[src/rtl/mapper_mem_bridge_if.sv]
// Bus bundle between the cartridge mapper/CPU side and the shared cartridge memory port.
// The master modport is the bridge itself; the slave modport is the CPU/memory environment around it.
interface mapper_mem_bridge_if;
    logic        req;
    logic        ram_cs;
    logic        sram_cs;
    logic        rnw;
    logic [26:0] addr;
    logic [7:0]  wdata;
    logic        cpu_wait;
    logic [7:0]  rdata;
    logic        mem_req;
    logic [26:0] mem_addr;
    logic        mem_we;
    logic [7:0]  mem_wdata;
    logic        mem_ack;
    logic [7:0]  mem_rdata;
    logic        timeout_err;

    modport master (
        input  req, ram_cs, sram_cs, rnw, addr, wdata, mem_ack, mem_rdata,
        output cpu_wait, rdata, mem_req, mem_addr, mem_we, mem_wdata, timeout_err
    );

    modport slave (
        output req, ram_cs, sram_cs, rnw, addr, wdata, mem_ack, mem_rdata,
        input  cpu_wait, rdata, mem_req, mem_addr, mem_we, mem_wdata, timeout_err
    );
endinterface

[src/rtl/mapper_mem_bridge.sv]
// Converts mapper-selected CPU accesses into req/ack transactions on the cartridge memory port.
// Define MAPPER_MEM_BRIDGE_RDCACHE_EN to add a single-entry read cache for ROM reads.
module mapper_mem_bridge #(
    parameter logic [26:0] SRAM_OFFSET = 27'h600_0000,
    parameter int          TIMEOUT     = 255
) (
    input  logic                clk,
    input  logic                reset,
    mapper_mem_bridge_if.master bus
);

    localparam int CW = $clog2(TIMEOUT + 1);
    localparam logic [CW-1:0] CNT_LAST = CW'(TIMEOUT - 1);

    typedef enum logic [1:0] {
        IDLE,
        BUSY,
        DONE
    } state_t;

    state_t        state;
    logic [CW-1:0] cnt;
    logic          start;
    logic [26:0]   next_addr;

    assign start = bus.req & (bus.ram_cs | bus.sram_cs) & (state == IDLE);

    // Combinational so the CPU is already stalled in the strobe cycle itself.
    assign bus.cpu_wait = start | (state != IDLE);

    // 27-bit add wraps modulo 2^27; sram_cs has priority over ram_cs.
    assign next_addr = bus.sram_cs ? bus.addr + SRAM_OFFSET : bus.addr;

`ifdef MAPPER_MEM_BRIDGE_RDCACHE_EN
    logic        c_valid;
    logic [26:0] c_tag;
    logic [7:0]  c_data;
    logic        hit;

    assign hit = bus.ram_cs & ~bus.sram_cs & c_valid & (c_tag == bus.addr);
`endif

    // NOTE: all state is updated with non-blocking assignments so every register
    // samples the pre-edge values regardless of statement order.
    always_ff @(posedge clk) begin
        if (reset) begin
            state           <= IDLE;
            cnt             <= '0;
            bus.rdata       <= 8'hFF;
            bus.mem_req     <= 1'b0;
            bus.mem_addr    <= '0;
            bus.mem_we      <= 1'b0;
            bus.mem_wdata   <= '0;
            bus.timeout_err <= 1'b0;
`ifdef MAPPER_MEM_BRIDGE_RDCACHE_EN
            // NOTE: only the valid bit needs reset; tag and data are ignored while invalid.
            c_valid         <= 1'b0;
`endif
        end else begin
            case (state)
                IDLE: begin
                    if (start) begin
                        bus.mem_addr  <= next_addr;
                        bus.mem_we    <= bus.sram_cs & ~bus.rnw;
                        bus.mem_wdata <= bus.wdata;
                        cnt           <= '0;
`ifdef MAPPER_MEM_BRIDGE_RDCACHE_EN
                        if (hit) begin
                            bus.rdata <= c_data;
                            state     <= DONE;
                        end else begin
                            bus.mem_req <= 1'b1;
                            state       <= BUSY;
                        end
`else
                        bus.mem_req <= 1'b1;
                        state       <= BUSY;
`endif
                    end
                end

                BUSY: begin
                    cnt <= cnt + CW'(1);
                    if (bus.mem_ack) begin
                        bus.mem_req <= 1'b0;
                        state       <= DONE;
                        if (!bus.mem_we) begin
                            bus.rdata <= bus.mem_rdata;
                        end
`ifdef MAPPER_MEM_BRIDGE_RDCACHE_EN
                        if (!bus.mem_we) begin
                            c_valid <= 1'b1;
                            c_tag   <= bus.mem_addr;
                            c_data  <= bus.mem_rdata;
                        end else if (c_valid && (c_tag == bus.mem_addr)) begin
                            c_data  <= bus.mem_wdata;
                        end
`endif
                    end else if (cnt == CNT_LAST) begin
                        bus.mem_req     <= 1'b0;
                        bus.rdata       <= 8'hFF;
                        bus.timeout_err <= 1'b1;
                        state           <= DONE;
`ifdef MAPPER_MEM_BRIDGE_RDCACHE_EN
                        c_valid         <= 1'b0;
`endif
                    end
                end

                DONE: state <= IDLE;

                default: state <= IDLE;
            endcase
        end
    end

endmodule
[src/flat_wrapper.sv]
// flat-port wrapper written by rule: the top's interface ports become plain ports
module mapper_mem_bridge_flat 
#(
    parameter logic [26:0] SRAM_OFFSET = 27'h600_0000,
    parameter int          TIMEOUT     = 255
)
  (clk, reset, bus_req, bus_ram_cs, bus_sram_cs, bus_rnw, bus_addr, bus_wdata, bus_mem_ack, bus_mem_rdata, bus_cpu_wait, bus_rdata, bus_mem_req, bus_mem_addr, bus_mem_we, bus_mem_wdata, bus_timeout_err);
  mapper_mem_bridge_if bus_i ();
  input  logic clk;
  input  logic reset;
  input wire logic [$bits(bus_i.req)-1:0] bus_req;
  input wire logic [$bits(bus_i.ram_cs)-1:0] bus_ram_cs;
  input wire logic [$bits(bus_i.sram_cs)-1:0] bus_sram_cs;
  input wire logic [$bits(bus_i.rnw)-1:0] bus_rnw;
  input wire logic [$bits(bus_i.addr)-1:0] bus_addr;
  input wire logic [$bits(bus_i.wdata)-1:0] bus_wdata;
  input wire logic [$bits(bus_i.mem_ack)-1:0] bus_mem_ack;
  input wire logic [$bits(bus_i.mem_rdata)-1:0] bus_mem_rdata;
  output wire logic [$bits(bus_i.cpu_wait)-1:0] bus_cpu_wait;
  output wire logic [$bits(bus_i.rdata)-1:0] bus_rdata;
  output wire logic [$bits(bus_i.mem_req)-1:0] bus_mem_req;
  output wire logic [$bits(bus_i.mem_addr)-1:0] bus_mem_addr;
  output wire logic [$bits(bus_i.mem_we)-1:0] bus_mem_we;
  output wire logic [$bits(bus_i.mem_wdata)-1:0] bus_mem_wdata;
  output wire logic [$bits(bus_i.timeout_err)-1:0] bus_timeout_err;
  assign bus_i.req = bus_req;
  assign bus_i.ram_cs = bus_ram_cs;
  assign bus_i.sram_cs = bus_sram_cs;
  assign bus_i.rnw = bus_rnw;
  assign bus_i.addr = bus_addr;
  assign bus_i.wdata = bus_wdata;
  assign bus_i.mem_ack = bus_mem_ack;
  assign bus_i.mem_rdata = bus_mem_rdata;
  assign bus_cpu_wait = bus_i.cpu_wait;
  assign bus_rdata = bus_i.rdata;
  assign bus_mem_req = bus_i.mem_req;
  assign bus_mem_addr = bus_i.mem_addr;
  assign bus_mem_we = bus_i.mem_we;
  assign bus_mem_wdata = bus_i.mem_wdata;
  assign bus_timeout_err = bus_i.timeout_err;
  mapper_mem_bridge #(.SRAM_OFFSET(SRAM_OFFSET), .TIMEOUT(TIMEOUT)) u_core (.clk(clk), .reset(reset), .bus(bus_i));
endmodule
[config.mk]
export PLATFORM = sky130hd
export DESIGN_NAME = mapper_mem_bridge_flat
export DESIGN_NICKNAME = d
export VERILOG_FILES = /design/src/rtl/mapper_mem_bridge_if.sv /design/src/rtl/mapper_mem_bridge.sv /design/src/flat_wrapper.sv
export SDC_FILE = /design/constraint.sdc
export NUM_CORES = 1
export LEC_CHECK = 0
export CORE_MARGIN = 4
export CORE_UTILIZATION = 50
export DETAILED_ROUTE_END_ITERATION = 10
export DONT_BUFFER_PORTS = 1
export PLACE_DENSITY = 0.67
export SETUP_SLACK_MARGIN = 0.05
export SYNTH_ARGS = -nofsm -noshare
export SYNTH_HDL_FRONTEND = slang
export SYNTH_SLANG_ARGS = --single-unit
[constraint.sdc]
create_clock -name clk -period 1.7 [get_ports clk]
set_input_delay 0.17 -clock clk [delete_from_list [all_inputs] [get_ports clk]]
set_output_delay 0.17 -clock clk [all_outputs]
set_load 0.01 [all_outputs]
==> metrics.txt <==
largest net degree at the start of global routing=43; Mapped Cells=300; DP Area=2540 µm²; number of clock sinks=56; number of synthesized flops with an enable pin=0; die height=79.1 µm; initial antenna violation count=0; Post-CTS Setup Repair Bufs=0; unique cell type count in the Yosys netlist=40; endpoints failing setup=0; core area=4820 µm²; # H-tree levels=2; Slew @ Worst Pin=0.580 ns; drt pass-1 iters=5; met1 WL=2.73 mm; area leader, netlist=dfxtp_1; Core Util, Final=0.614; fin area=2960 µm²; status=completed; Max-Cap Viols=0; setup TNS=0 ns; worst vdd ir=0.000744 V; Post-Syn Area=2530 µm²; Critical Path AT=1.77 ns; WL/cell=16.6 µm; clk root buf=clkbuf_8; Fill cells=446; CP max FO=7; CTS tree=yes; dpl cells=347; DR DRC count=0; metal2 WL=3.14 mm; Port Buffer Count=0; Max Buffers Root-to-Sink=2; worst skew pair latency=0.31 ns; vias in the first global route=2260; Top FF cell, synth=dfxtp_1; part of the cycle the worst path needs=0.921; Overall Global Routing Usage=0.213; share of layout cells above drive strength 1=0.104; LEAKAGE=1.02 nW; post-synthesis sequential area ratio=0.444; die width=79.1 µm; Pwr Density=920 nW/µm²; register area=1120 µm²; area of the multi-input gates=1240 µm²; Initial DRC Count=190; Yosys reg bits=56; relative slew slack=0.613; Hold WC Path Type=primary input to flip-flop; TritonCTS Buffers=5; Hold Violations, Final=0; Post-synth top cells=dfxtp_1 (56), a21oi_1 (48), nand3_1 (36); Power Total=2.72 mW; # diodes=0; Nets=368; setup repair after global routing missed its margin=false; Layout Area Growth over Synthesis=17.1%; io pins=97; final wirelength=6.38 mm; maximum clock frequency=0.638 GHz; Synth top area share=0.444; Reg clk slew, reported paths=0.10 ns; main area contributors after synthesis=dfxtp_1 (44%), a21oi_1 (9.5%), nand3_1 (7.1%); vias=2253; global route total overflow=0; Net Count, Synth=352; Yosys Warn Count=0; gp weighted congestion=0.805; cell with the most instances after synthesis=dfxtp_1; FFs w/ async S/R, synth=0; Final Non-Filler Cells=384; vias per std cell=5.87; Final ANT Viol Nets=0; hpwl dp=4.12 mm; global-route wire length before repair=10.7 mm; die area=6250 µm²; fin crit period=1.57 ns; critical path class=flip-flop to flip-flop; Starting Density=0.524; row count=25; Post-Route Skew=0.0136 ns; fin. max-slew vios=0; mean post-synth cell area=8.42 µm²; metal3 WL=459 µm; top layer in use=met4; CP required=1.90 ns; crit path capture type=flip-flop; CP startpoint kind=flip-flop
[report_power, final]
| part | leakage [nW] | internal [mW] | total (mW) | switching (mW) |
|---|---|---|---|---|
| Combinational | 0.510 | 0.169 | 0.364 | 0.195 |
| Clock | 0.0558 | 0.446 | 0.874 | 0.428 |
| Sequential | 0.458 | 1.39 | 1.48 | 0.0952 |
| Total | 1.02 | 2.00 | 2.72 | 0.719 |
[timing repair]
item	4_1_cts	5_1_grt
resized for setup	0	2
hold buffers	29	0
setup endpoints to repair	0	3
hold endpoints to repair	42	0
[through the flow]
stage / hold WS, ns / setup WS [ns]
after detailed placement: 0.251 / 0.171
after global routing: 0.00946 / 0.0536
after floorplan: 0.318 / 0.450
final: 0.0112 / 0.134
after CTS: 0.00235 / 0.0949
after global placement: 0.251 / 0.254
[metal layers]
layer | vias up | global-route usage
met5 | - | 0
met4 | 0 | 0.0704
met3 | 4 | 0.0658
met2 | 70 | 0.355
met1 | 1072 | 0.262
li1 | 1107 | -
[worst paths after layout]
path                                             start                      end  slack, ns  cells after the start
worst max-delay path                   u_core.state[1]   u_core.bus.mem_addr[2]       0.13                      4
worst max register to register         u_core.state[1]   u_core.bus.mem_addr[2]       0.13                      4
worst min-delay path                      bus_addr[13]  u_core.bus.mem_addr[13]       0.01                      2
worst min register to register  u_core.bus.mem_addr[7]   u_core.bus.mem_addr[7]       0.52                      2
[registers in the layout (all words and copies together) (netlist names)]
signal / cells
u_core.bus.mem_addr: 27
u_core.bus.mem_wdata: 8
u_core.bus.rdata: 8
u_core.cnt: 8
u_core.state: 2
u_core.bus.mem_req: 1
u_core.bus.mem_we: 1
u_core.bus.timeout_err: 1
[layout make-up]
type / instances / share of cell area
Multi-Input combinational cell: 208 / 0.421
Clock buffer: 6 / 0.0245
Timing Repair Buffer: 39 / 0.127
Inverter: 6 / 0.00761
Sequential cell: 56 / 0.379
Tap cell: 67 / 0.0283
Clock inverter: 2 / 0.0131
[worst max-delay path: stages, from the launching register on]
cell	delay, ns
dfxtp_1	0.37
or2_4	0.30
o21ai_0	0.15
a21oi_1	0.09
dlygate4sd3_1	0.56
[layout by cell type, fill, tap and decap left out, types with 2 or more instances in the layout]
master	synthesis	routed
nor4b_1	8	8
a211oi_1	2	2
nand2b_1	6	5
nand3_1	36	36
o32ai_1	3	3
ha_1	2	2
or4b_1	2	2
o21ai_0	34	34
a21oi_1	48	48
mux2_4	4	4
mux2_2	5	5
o31ai_1	4	4
nor2b_1	3	3
nor2_1	16	15
buf_4	0	10
nand2_1	3	3
nor3_1	11	11
inv_1	6	6
or2_2	2	2
clkbuf_8	0	5
dlygate4sd3_1	0	28
dfxtp_1	56	56
mux2i_1	2	2
xnor2_1	2	2
[logic make-up after synthesis]
family,after synthesis,synth area share
fa+ha+maj,2,0.00990
simple gates,95,0.207
compound gates,98,0.211
mux,11,0.0540
flops,56,0.444
xor+xnor,2,0.00694
buf+inv,36,0.0679
Power figures use the tool's default switching activity.
